$ cat src/rtl/mostra_pkg.sv
// rtl/mostra_pkg.sv - shared state encodings and timing defaults for sequence playback
package mostra_pkg;

    typedef enum logic [2:0] {
        IDLE    = 3'd0,
        BUSCA   = 3'd1,
        ESPERA  = 3'd2,
        ACESO   = 3'd3,
        APAGADO = 3'd4,
        FIM     = 3'd5
    } estado_t;

    localparam int T_ON_DEF  = 500;
    localparam int T_OFF_DEF = 250;

    function automatic int max_int(input int a, input int b);
        return (a > b) ? a : b;
    endfunction

endpackage

$ cat src/rtl/temporizador_mostra.sv
// rtl/temporizador_mostra.sv - up-counter with runtime terminal value and end-of-period pulse
module temporizador_mostra #(
    parameter int W = 9
) (
    input  logic         clock,
    input  logic         reset_n,
    input  logic         limpar,
    input  logic         habilitar,
    input  logic [W-1:0] terminal,
    output logic         fim
);

    logic [W-1:0] conta;

    always_ff @(posedge clock or negedge reset_n) begin
        if (!reset_n) begin
            conta <= '0;
        end else if (limpar) begin
            conta <= '0;
        end else if (habilitar) begin
            conta <= conta + W'(1);
        end
    end

    // Fires on the last cycle of the period so the caller can switch state on that edge.
    assign fim = habilitar && (conta == terminal - W'(1));

endmodule

$ cat src/rtl/mostra_sequencia.sv
// rtl/mostra_sequencia.sv - plays the stored sequence from address 0 up to the current round on the LEDs
module mostra_sequencia
    import mostra_pkg::*;
#(
    parameter int ADDR_W = 4,
    parameter int DATA_W = 4,
    parameter int T_ON   = T_ON_DEF,
    parameter int T_OFF  = T_OFF_DEF
) (
    input  logic              clock,
    input  logic              reset_n,
    input  logic              iniciar,
    input  logic              cancelar,
    input  logic [ADDR_W-1:0] rodada,
    input  logic [DATA_W-1:0] mem_dado,
    output logic [ADDR_W-1:0] mem_endereco,
    output logic [DATA_W-1:0] leds,
    output logic              ocupado,
    output logic              pronto,
    output logic [2:0]        db_estado
);

    localparam int TW = $clog2(max_int(T_ON, T_OFF) + 1);

    estado_t           estado, proximo;
    logic [ADDR_W-1:0] endereco, rodada_r;
    logic [DATA_W-1:0] dado_r, leds_next;
    logic              tmr_limpar, tmr_habilitar, tmr_fim;
    logic [TW-1:0]     tmr_terminal;

    temporizador_mostra #(.W(TW)) u_temporizador (
        .clock     (clock),
        .reset_n   (reset_n),
        .limpar    (tmr_limpar),
        .habilitar (tmr_habilitar),
        .terminal  (tmr_terminal),
        .fim       (tmr_fim)
    );

    always_comb begin
        proximo       = estado;
        tmr_limpar    = 1'b0;
        tmr_habilitar = 1'b0;
        tmr_terminal  = TW'(T_ON);
        case (estado)
            IDLE:    if (iniciar) proximo = BUSCA;
            BUSCA:   proximo = ESPERA;
            ESPERA: begin
                tmr_limpar = 1'b1;
                proximo    = ACESO;
            end
            ACESO: begin
                tmr_habilitar = 1'b1;
                if (tmr_fim) begin
                    tmr_limpar = 1'b1;
                    proximo    = APAGADO;
                end
            end
            APAGADO: begin
                tmr_habilitar = 1'b1;
                tmr_terminal  = TW'(T_OFF);
                if (tmr_fim) begin
                    tmr_limpar = 1'b1;
                    proximo    = (endereco == rodada_r) ? FIM : BUSCA;
                end
            end
            FIM:     proximo = IDLE;
            default: proximo = IDLE;
        endcase
        // Abort wins over everything, including a simultaneous start in IDLE.
        if (cancelar) begin
            proximo    = IDLE;
            tmr_limpar = 1'b1;
        end
    end

    // LEDs are registered from the next state so they change only on clock edges.
    always_comb begin
        leds_next = '0;
        if (proximo == ACESO) begin
            leds_next = (estado == ESPERA) ? mem_dado : dado_r;
        end
    end

    always_ff @(posedge clock or negedge reset_n) begin
        if (!reset_n) begin
            estado   <= IDLE;
            endereco <= '0;
            rodada_r <= '0;
            dado_r   <= '0;
            leds     <= '0;
        end else begin
            estado <= proximo;
            leds   <= leds_next;
            if (cancelar) begin
                endereco <= '0;
            end else if (estado == IDLE && iniciar) begin
                rodada_r <= rodada;
                endereco <= '0;
            end else if (estado == APAGADO && tmr_fim && endereco != rodada_r) begin
                endereco <= endereco + ADDR_W'(1);
            end
            if (estado == ESPERA) begin
                dado_r <= mem_dado;
            end
        end
    end

    assign mem_endereco = endereco;
    assign ocupado      = (estado != IDLE);
    assign pronto       = (estado == FIM);
    assign db_estado    = estado;

endmodule
$ cat config.mk
export PLATFORM = sky130hd
export DESIGN_NAME = mostra_sequencia
export DESIGN_NICKNAME = d
export VERILOG_FILES = /design/src/rtl/mostra_pkg.sv /design/src/rtl/temporizador_mostra.sv /design/src/rtl/mostra_sequencia.sv
export SDC_FILE = /design/constraint.sdc
export NUM_CORES = 1
export LEC_CHECK = 0
export ABC_AREA = 1
export CORE_MARGIN = 10
export CORE_UTILIZATION = 35
export CTS_CLUSTER_SIZE = 20
export DETAILED_ROUTE_END_ITERATION = 6
export GPL_ROUTABILITY_DRIVEN = 1
export SYNTH_ARGS = -nofsm -noshare
export SYNTH_HDL_FRONTEND = slang
export SYNTH_SLANG_ARGS = --single-unit
$ cat constraint.sdc
create_clock -name clock -period 1.5 [get_ports clock]
set_input_delay 0.3 -clock clock [delete_from_list [all_inputs] [get_ports clock]]
set_output_delay 0.3 -clock clock [all_outputs]
set_load 0.03 [all_outputs]
After elaboration in Yosys (flattened, before gate mapping) --
Cells that the tools add are included.
Word-level totals: flip-flop bits (word level) 28, input port bits 12, output and inout port bits 13, word-level logic and storage cells 47
Operators by class: add/subtract/negate cells 3, equal/unequal tests 9, muxes and demuxes 18, bitwise logic cells 1, reduce and logical (&&, ||, !) cells 10
Operators by type and width (count):
- $mux 9 | 3
- $mux 4 | 5
- $mux 3 | 5
- $pmux 3 s5 | 1
- $add 9x1->9 const B | 1
- $eq 3x2->1 const B | 3
- $eq 9x9->1 | 1
- $sub 9x1->9 const B | 1
- $eq 3x3->1 const B | 2
- $reduce_bool 3->1 | 2
- $add 4x1->4 const B | 1
- $eq 4x4->1 | 1
- $logic_and 1x1->1 | 4
- $ne 4x4->1 | 1
- $eq 3x1->1 const B | 1
- $logic_not 3->1 | 1
- $mux 1 | 3
- $pmux 1 s2 | 1
- $reduce_and 2->1 | 1
- $reduce_bool 2->1 | 1
- $reduce_or 2->1 | 1
- $not 1->1 | 1

Longest topological paths before layout --
Gate-level depths: netlist of the first run.
word-level depth 10, mapped depth 10, depth with buffers taken out 10

Hierarchy --
Synthesis of the first run repeated with hierarchy kept, for this count alone.
Second synthesis, totals: cells, all modules 265, area, all modules 1816.7 um2
Modules (own cells, without submodules):
- mostra_sequencia | times used 1, cells each 126, area an instance 994.7 um2, sequential area each 475.5 um2
- temporizador_mostra | times used 1, cells each 139, area an instance 822.0 um2, sequential area each 225.2 um2

Worst setup path after synthesis of the first run --
No wires, ideal clock.
path type flip-flop to output port, start register estado[0] (netlist: db_estado[0]), end output port pronto, arrival time 1.402 ns, required time 1.200 ns, setup slack -0.202 ns, stages on the path, launching flop included 3, buffers on the path 0, cells stage by stage dfrtp_1 > inv_1 > nor3_1
Between the ends: longest elaborated chain between the ends 1
Ends and longest elaborated chain:
- start, declared | line mostra_sequencia.sv:25 | estado_t estado, proximo;
- start signal, assigned | line mostra_sequencia.sv:93 | estado <= proximo;
- $eq 3x3->1 | line mostra_sequencia.sv:111 | assign pronto = (estado == FIM);
- end, declared | line mostra_sequencia.sv:19 | output logic pronto,
No other way between the ends.

Worst setup path after layout of the first run --
start register estado[1] (netlist: db_estado[1]), end register leds[1]
Between the ends: longest elaborated chain between the ends 10, elaborated cells between the ends (all ways) 19, classes of those cells add/sub (1); eq/ne (6); mux (9); reduce/logical (3)
Ends and longest elaborated chain:
- $eq 3x3->1 | line mostra_sequencia.sv:45 | case (estado)
- $mux 9 | line mostra_sequencia.sv:45
- $sub 9x1->9 | line temporizador_mostra.sv:26 | assign fim = habilitar && (conta == terminal - W'(1));
- $eq 9x9->1 | line temporizador_mostra.sv:26
- $logic_and 1x1->1 | line temporizador_mostra.sv:26
- $mux 3, on equally long branches | line mostra_sequencia.sv:62, mostra_sequencia.sv:54
- $pmux 3 s5 | line mostra_sequencia.sv:45
- $mux 3 | line mostra_sequencia.sv:71 | if (cancelar) begin
- $eq 3x2->1 | line mostra_sequencia.sv:80 | if (proximo == ACESO) begin
- $mux 4 (*) | line mostra_sequencia.sv:80
- named net leds_next[1] | line mostra_sequencia.sv:27 | logic [DATA_W-1:0] dado_r, leds_next;
- end signal, assigned | line mostra_sequencia.sv:94 | leds <= leds_next;
- end, declared | line mostra_sequencia.sv:17 | output logic [DATA_W-1:0] leds,
Mark *: on every way through the listed nets, which the timed path passes. The rest lies on a longest branch. A chain may end at the register's enable or synchronous reset.

==> results.json, run 1 <==
{
  "clkTransAtPathRegs_ps": 100,
  "slew_headroom": 0.8039,
  "cts_buffer_depth": 2,
  "period_needed_ps": 1556,
  "wl_per_cell_um": 12.11,
  "dpl_worst_slack_ps": -109.5,
  "cts-root-buf": "clkbuf_8",
  "dr.pass1.iters": 4,
  "h-tree-depth": 1,
  "hold_violations": 0,
  "syn_nets": 187,
  "cts_hold_buf": 0,
  "reg2reg_from": "db_estado[1]$_DFF_PN0_",
  "async_flop_share": 1.000,
  "synth_top_cell_area_share": 0.4651,
  "crit_path_start_kind": "flop",
  "grt_pass1_vias": 1262,
  "synth_top_cell_by_area": "dfrtp_1",
  "cellLeakagePower_nw": 1.113,
  "synth_cell_types": 28,
  "cts.sinks": 28,
  "powerDensity_nw_per_um2": 926.6,
  "gp_routability_congestion": 0.8106,
  "fp.dieH_um": 85.61,
  "final_common_cell": "inv_1",
  "grt_pass1_wl_um": 5637,
  "initial_core_util": 0.3686,
  "drt-total-wl_um": 3379,
  "timing.fmax_mhz": 642.8,
  "synth_area_leaders": "dfrtp_1 (47%), inv_1 (7.7%), nand2_1 (6.2%), nor2_1 (5.0%), nand3_1 (2.3%)",
  "diodes": 0,
  "netlist_area_um2": 1506,
  "maxCapViolCount": 0,
  "drtIter0Drc": 46,
  "status": "finished, violations left",
  "fin_util": 0.5377,
  "die_w_um": 85.61,
  "yosysWarnings": 0,
  "p_int_w": 0.001456,
  "grt-ovfl-total": 0,
  "cts_tree": "built",
  "dp_hpwl_um": 2481,
  "grt_max_degree": 29,
  "layout_setup_ws_ps": -55.66,
  "power_frac_clock": 0.293,
  "port_buffers": 24,
  "pwr-share-seq": 0.440,
  "cts_made_buffers": 3,
  "synth_enable_flop_cells": 0,
  "worstMarginPinSlew_ps": 291.1,
  "critPathRequiredTime_ps": 1710,
  "ys_seq_area_frac": 0.4651,
  "num_vias": 1297,
  "arrival_ps": 1770,
  "route.detailed.drc": 0,
  "viasPerCell": 4.649,
  "rsz0062_at_grt": "true",
  "drive_gt1_frac": 0.3712,
  "worstSetupPathType": "flop to flop",
  "worstSetupStartpoint": "db_estado[1]$_DFF_PN0_",
  "ys_ff_latch": 28,
  "critPathCaptureType": "flop",
  "power_w": 0.002036,
  "final_cell_mix": "inv_1 (29), buf_4 (27), nand2_1 (25), dfrtp_1 (25), nor2_1 (12)",
  "setup_violations": 8,
  "whs_ps": 373.6,
  "nFillCells": 391,
  "antenna_found_initial": 0,
  "core_um2": 4086,
  "sw_frac_of_total": 0.2846,
  "synth_cells": 173,
  "area_growth_pct": 45.85,
  "pwr-share-comb": 0.267,
  "violations": "negative setup slack",
  "insertion_delay_ps": 270,
  "pin_count": 25,
  "peakVddDrop_v": 0.0005591,
  "clock_skew_ps": 2.226,
  "die_area_um2": 7328,
  "synth_area_per_cell_um2": 8.708,
  "setup_tns_ps": -262.3,
  "final_nets": 244,
  "path_max_fanout": 6,
  "drv_slew": 0,
  "grt_util_all_layers": 0.09264,
  "timing.final.crit_share": 1.037,
  "power_switching_w": 0.0005794,
  "row_count": 23,
  "ys.flop_type": "dfrtp_1",
  "ant_nets": 0,
  "hold_class": "primary input to asynchronous set/reset pin"
}
[worst paths after layout]
kind	to	slack (ps)	cells past startpoint
worst max-delay path	leds[1]$_DFF_PN0_	-60	10
min in group clock	rodada_r[0]$_DFFE_PN0P_	550	1
worst max register to register	leds[1]$_DFF_PN0_	-60	10
worst min-delay path	u_temporizador.conta[0]$_DFFE_PN0P_	370	2
worst min register to register	rodada_r[0]$_DFFE_PN0P_	550	1
max in group asynchronous	db_estado[1]$_DFF_PN0_	950	2
[area by class of cell]
cell class	instances	area [um^2]	area share
clock inverters	1	30.03	0.01367
repair buffers	52	452.9	0.2061
clock buffers	3	41.29	0.01879
flip-flops and latches	28	704.4	0.3206
multi-input cells	110	772.0	0.3514
well taps	50	62.56	0.02847
inverters	35	133.9	0.06093
[cell usage after synthesis (4+ instances only)]
library cell  instances
nand4_1               5
xnor2_1               4
o21ai_0               7
nor2_1               20
a21oi_1               6
nor3_1                4
inv_1                31
nand2_2               5
dfrtp_1              28
nand2_1              25
nand3_1               7
[registers in the layout, summed over array words and instances (netlist names)]
name / count
u_temporizador.conta: 9
dado_r: 4
leds: 4
mem_endereco: 4
rodada_r: 4
db_estado: 3
[metal layers]
| layer | vias up | global-route usage | wire length [um] |
|---|---|---|---|
| li1 | 654 | - | - |
| met5 | - | 0 | 0 |
| met1 | 624 | 0.1075 | 1489 |
| met3 | 2 | 0.03406 | 209 |
| met2 | 17 | 0.1492 | 1644 |
| met4 | 0 | 0.04042 | 35 |
[critical path: stages, from the launching register on]
cell     delay, ps
dfrtp_2        440
nor2_4         180
buf_6          130
nand2_4         60
nand2_2         60
nand2_2         60
nand3_4        160
nand2_1         80
nand4_1        120
nand3_2        120
nor2_1         100
[metrics by stage]
stage | std cells | instance area [um^2]
floorplan | 173 | 1518
global placement | 267 | 1976
detailed placement | 267 | 1976
global route | 279 | 2197
CTS | 276 | 2081
finish | 279 | 2197
[power groups by stage]
stage	registers, W	logic [W]	clock network [W]
5_1_grt	0.000907	0.000604	0.000653
3_5_place_dp	0.000911	0.000477	0
3_3_place_gp	0.000910	0.000471	0
2_1_floorplan	0.000930	0.000267	0
6_report	0.000896	0.000544	0.000596
4_1_cts	0.000898	0.000488	0.000618
[cells by family (layout without fill, tap and decap cells)]
logic type	after synthesis	count (layout)	share of synthesized area
flops	28	28	0.4651
buf+inv	35	91	0.08887
fa+ha+maj	2	2	0.01661
simple gates	78	78	0.2874
xor+xnor	7	7	0.04070
compound gates	20	20	0.07890
mux	3	3	0.02242
[what timing repair did]
| item | in CTS | in global routing |
|---|---|---|
| pin swaps | 6 | 12 |
| setup buffers | 5 | 3 |
| setup endpoints to repair | 18 | 24 |
| resized for setup | 15 | 28 |
No activity file was read; power rests on OpenSTA's default activity.
==> inputs of run 2 (changes only) <==
- PLACE_DENSITY_LB_ADDON: default -> 0.05
==> run 2 against run 1 <==
  * The flow still finishes with violations (negative setup slack)
  * Non-clock buffer count rose by 9
  * Sequential share of layout area shrank 0.85 points
  * Via count rose by 1.2%
  * Count of clock-buffer cells in the layout stayed put
  * Register-to-register slack barely moved
  * Sequential power is essentially flat
  * Power up 0.51%
  * Critical path type is now flop to output port
  * Design area grew 2.7%
  * Largest cell class unchanged
  * Clock power up 0.8%
  * Die area unchanged
==> results.json, run 2 (same netlist as run 1, synthesis figures left out) <==
{
  "setup_violations": 15,
  "critPathMaxStageDelay_ps": 440,
  "row_count": 23,
  "hold_violations": 0,
  "h-tree-depth": 1,
  "grt-ovfl-total": 0,
  "path_max_fanout": 5,
  "diodes": 0,
  "status": "finished, violations left",
  "drive_gt1_frac": 0.3697,
  "die_w_um": 85.61,
  "whs_ps": 396.9,
  "grt_util_all_layers": 0.09687,
  "setup_tns_ps": -617.0,
  "sw_frac_of_total": 0.2841,
  "peakVddDrop_v": 0.0005087,
  "maxCapViolCount": 0,
  "crit_path_start_kind": "flop",
  "layout_setup_ws_ps": -100.8,
  "placed_cells_incl_taps": 273,
  "final_cell_mix": "inv_1 (30), buf_4 (30), dfrtp_1 (25)",
  "critPathCaptureType": "output port",
  "final_nets": 253,
  "viasPerCell": 4.559,
  "drt-total-wl_um": 3631,
  "worstSetupPathType": "flop to output port",
  "cts-root-buf": "clkbuf_8",
  "violations": "negative setup slack",
  "pwr-share-comb": 0.269,
  "wl_per_cell_um": 12.61,
  "power_switching_w": 0.0005813,
  "ant_nets": 0,
  "fin_util": 0.5524,
  "dp_hpwl_um": 2722,
  "period_needed_ps": 1601,
  "core_um2": 4086,
  "timing.final.crit_share": 1.067,
  "cts_made_buffers": 3,
  "port_buffers": 24,
  "slowest_stage": "dfrtp_2",
  "drtIter0Drc": 53,
  "dpl_worst_slack_ps": -106.2,
  "hold_class": "primary input to asynchronous set/reset pin",
  "cts_buffer_depth": 2,
  "cts.sinks": 28,
  "drv_slew": 0,
  "die_area_um2": 7328,
  "power_frac_clock": 0.294,
  "cpMostUsedCell": "buf_6",
  "cellLeakagePower_nw": 1.144,
  "worstMarginPinSlew_ps": 363.1,
  "dr.pass1.iters": 4,
  "timing.fmax_mhz": 624.7,
  "num_vias": 1313,
  "initial_core_util": 0.3686,
  "antenna_found_initial": 0,
  "arrival_ps": 1300,
  "pwr-share-seq": 0.437,
  "grt_pass1_vias": 1239,
  "p_int_w": 0.001465,
  "clock_skew_ps": 5.218,
  "grt_max_degree": 29,
  "pin_count": 25,
  "largest_reg_flops": 9,
  "cts_tree": "built",
  "route.detailed.drc": 0,
  "top_register": "u_temporizador.conta",
  "crit_chain": "buf_4 > buf_6 > nor3_4 > buf_6",
  "insertion_delay_ps": 280,
  "instances_no_fill": 288,
  "area_growth_pct": 49.83,
  "critPathRequiredTime_ps": 1200,
  "slew_headroom": 0.7570,
  "clkTransAtPathRegs_ps": 100,
  "grt_pass1_wl_um": 5837,
  "fp.dieH_um": 85.61,
  "powerDensity_nw_per_um2": 906.6,
  "gp_routability_congestion": 0.7830,
  "rsz0062_at_grt": "true"
}
==> run 2: cell count changes in the layout (fill, tap and decap cells not counted), sizes merged <==
| cell | delta |
|---|---|
| clkdlybuf4s15 | +2 |
| buf | +7 |
==> run 2: path summary, 6_finish.rpt <==
check,start,endpoint,slack (ps),cells past startpoint
max in group asynchronous,reset_n,db_estado[0]$_DFF_PN0_,810,2
min reg2reg,rodada_r[2]$_DFFE_PN0P_,rodada_r[2]$_DFFE_PN0P_,550,1
min,reset_n,mem_endereco[2]$_DFFE_PN0P_,400,2
max reg2reg,db_estado[1]$_DFF_PN0_,leds[2]$_DFF_PN0_,-70,10
min in group clock,rodada_r[2]$_DFFE_PN0P_,rodada_r[2]$_DFFE_PN0P_,550,1
max,db_estado[1]$_DFF_PN0_,pronto,-100,4
==> run 2: what timing repair did <==
action                     CTS  global route
hold buffers                 0             0
setup endpoints to repair   25            24
gates resized for setup     23            27
setup buffers                3             8
cloned                       0             0
pin swaps                    5             9
==> run 2: critical path: cells and delay by family, from the launching register on <==
family	cells	cell delay, ps
buffers and inverters	3	410
DFF	1	440
and+or+nand+nor	1	180
==> run 2: layout make-up <==
| type | count | area (um^2) |
|---|---|---|
| clock inverters | 1 | 30.03 |
| repair buffers | 61 | 540.5 |
| flip-flops and latches | 28 | 704.4 |
| fillers | 393 | 1829 |
| well taps | 50 | 62.56 |
| multi-input cells | 110 | 744.5 |
| inverters | 35 | 133.9 |
| clock buffers | 3 | 41.29 |
==> run 2: per-layer routing <==
metal,share of wire,vias to the layer above,wire (um),track usage
met4,0.0074,0,27,0.02246
met1,0.45,619,1620,0.1168
met2,0.49,21,1762,0.1567
met5,0,-,0,0
li1,-,671,-,-
met3,0.061,2,221,0.03974
==> run 2: power by group through the flow <==
stage	clock [W]	sequential (W)	combinational, W
5_1_grt	0.000653	0.000906	0.000618
4_1_cts	0.000624	0.000894	0.000516
3_3_place_gp	0	0.000907	0.000481
6_report	0.000601	0.000895	0.000550
2_1_floorplan	0	0.000930	0.000267
3_5_place_dp	0	0.000909	0.000493
==> run 2: per-stage QoR <==
step,instance area [um^2],total power [W]
after CTS,2121,0.002035
after global routing,2257,0.002177
after detailed placement,2011,0.001402
after floorplan,1518,0.001197
after global placement,2011,0.001389
final,2257,0.002046
==> inputs of run 3 (changes only) <==
- clock period: 1.5 -> 2.1 ns (I/O delays scaled with it)
==> run 3 against run 2 <==
  * The flow now finishes without violations
  * Clock power decreased by 51%
  * Global-route usage increased by 0.056 points
  * Hold slack improved by 120 ps
  * Sequential share of layout area increased by 6.3 points
  * Non-clock buffer count decreased by 35
  * Wire length decreased by 13%
  * Register-to-register slack improved by 520 ps
  * Critical path depth decreased by 3
  * Setup slack improved by 270 ps
  * Largest cell class is now sequential cells
==> results.json, run 3 (same netlist as run 1, synthesis figures left out) <==
{
  "status": "finished clean",
  "rsz0062_at_grt": "false",
  "wl_per_cell_um": 12.59,
  "viasPerCell": 4.726,
  "cellLeakagePower_nw": 0.9003,
  "drv_slew": 0,
  "cts_made_buffers": 3,
  "timing.rr.end": "rodada_r[2]$_DFFE_PN0P_",
  "h-tree-depth": 1,
  "critPathMaxStageDelay_ps": 740,
  "maxCapViolCount": 0,
  "reg2reg_from": "db_estado[1]$_DFF_PN0_",
  "slew_headroom": 0.7425,
  "grt_util_all_layers": 0.09744,
  "arrival_ps": 1510,
  "top_register": "u_temporizador.conta",
  "worstMarginPinSlew_ps": 384.9,
  "period_needed_ps": 1929,
  "power_w": 0.001227,
  "final_cell_mix": "inv_1 (31), dfrtp_1 (28), nand2_1 (25)",
  "layout_setup_ws_ps": 171.3,
  "num_vias": 1191,
  "power_frac_clock": 0.239,
  "largest_reg_flops": 9,
  "grt_pass1_wl_um": 5996,
  "worstSetupStartpoint": "db_estado[1]$_DFF_PN0_",
  "critPathBufInv": 1,
  "worstSetupPathType": "flop to output port",
  "multiInputGateArea_um2": 671.9,
  "postCtsSetupBuffers": 0,
  "peakVddDrop_v": 0.0003740,
  "critPathRequiredTime_ps": 1680,
  "regToRegSetupSlack_ps": 450,
  "clkTransAtPathRegs_ps": 90,
  "dp_hpwl_um": 2491,
  "hold_violations": 0,
  "timing.final.crit_share": 0.9184,
  "route.detailed.drc": 0,
  "area.sequential_um2": 700.7,
  "drt-total-wl_um": 3173,
  "grt_max_degree": 29,
  "p_int_w": 0.0008557,
  "timing.fmax_mhz": 518.5,
  "cts.sinks": 28,
  "area_growth_pct": 23.92,
  "grt_pass1_vias": 1299,
  "final_common_cell": "inv_1",
  "clock_skew_ps": 3.666,
  "core_um2": 4086,
  "fin_util": 0.4568,
  "insertion_delay_ps": 270,
  "crit_path_start_kind": "flop",
  "antenna_found_initial": 0,
  "grt-ovfl-total": 0,
  "cts_buffer_depth": 2,
  "die_w_um": 85.61,
  "fp.dieH_um": 85.61,
  "dr.pass1.iters": 4,
  "crit_chain": "clkdlybuf4s50_1",
  "path_depth": 1,
  "row_count": 23,
  "slowest_stage": "clkdlybuf4s50_1",
  "cts_hold_buf": 0,
  "power_switching_w": 0.0003717,
  "pin_count": 25,
  "critPathCaptureType": "output port",
  "path_delay_family": "buffers and inverters",
  "drtIter0Drc": 51,
  "instances_no_fill": 252,
  "placed_cells_incl_taps": 249,
  "drive_gt1_frac": 0.1436,
  "powerDensity_nw_per_um2": 657.5,
  "initial_core_util": 0.3686,
  "path_max_fanout": 6,
  "cts-root-buf": "clkbuf_8",
  "dpl_worst_slack_ps": 252.7,
  "hold_class": "primary input to asynchronous set/reset pin",
  "ant_nets": 0,
  "ff2ff_path_depth": 4,
  "die_area_um2": 7328,
  "nFillCells": 415,
  "diodes": 0,
  "final_nets": 218,
  "setup_violations": 0,
  "setup_tns_ps": 0,
  "gp_routability_congestion": 0.8043,
  "port_buffers": 24,
  "pwr-share-comb": 0.236,
  "cts_tree": "built",
  "pwr-share-seq": 0.525,
  "sw_frac_of_total": 0.3028,
  "critPathCapture": "db_estado[1]"
}
-- run 3: cell count changes in the layout (fill, tap and decap cells not counted), moves of 4 or more --
cell             delta
buf_4              -28
clkdlybuf4s50_1    +11
buf_6              -10
dlygate4sd2_1       -7
nor2_1              +4
-- run 3: layout make-up --
cell class | instances | area share
clock buffers | 3 | 0.02212
well taps | 50 | 0.03351
multi-input cells | 110 | 0.3599
inverters | 35 | 0.07172
repair buffers | 26 | 0.1374
flip-flops and latches | 28 | 0.3753
-- run 3: layer usage --
layer / wire [um] / global-route usage
met2: 1422 / 0.1478
met4: 32 / 0.02994
met5: 0 / 0
met3: 224 / 0.03311
met1: 1493 / 0.1267
-- run 3: worst min-delay path by stage --
stage                       startpoint                     endpoint  slack, ps  depth (start not counted)
4_1_cts                        reset_n  mem_endereco[2]$_DFFE_PN0P_        540                          2
3_3_place_gp   rodada_r[3]$_DFFE_PN0P_      rodada_r[3]$_DFFE_PN0P_        520                          1
2_1_floorplan                  reset_n          dado_r[0]$_DFF_PN0_        120                          0
5_1_grt                        reset_n  mem_endereco[2]$_DFFE_PN0P_        560                          2
3_5_place_dp   rodada_r[0]$_DFFE_PN0P_      rodada_r[0]$_DFFE_PN0P_        530                          1
6_report                       reset_n  mem_endereco[1]$_DFFE_PN0P_        520                          2
-- run 3: power by group through the flow --
stage / logic [W] / registers, W / clock network, W
detailed placement: 0.000294 / 0.000656 / 0
global route: 0.000338 / 0.000655 / 0.000329
floorplan: 0.000190 / 0.000663 / 0
global placement: 0.000293 / 0.000653 / 0
finish: 0.000290 / 0.000644 / 0.000294
CTS: 0.000296 / 0.000645 / 0.000308
-- run 3: worst register-to-register path, cell delays in order, from the launching register on --
cell	delay, ps
dfrtp_1	480
nor2_4	220
nand3_1	160
nor2_1	300
mux2_2	380
-- run 3: what timing repair did --
item,4_1_cts,5_1_grt
setup endpoints to repair,1,1
gates resized for setup,1,1
cloned,0,0
-- run 3: through the flow --
stage               instance area, um^2  hold slack, ps
detailed placement                 1824           526.1
finish                             1867           520.7
floorplan                          1506           124.4
global route                       1867           556.8
CTS                                1864           542.1
global placement                   1824           520.1
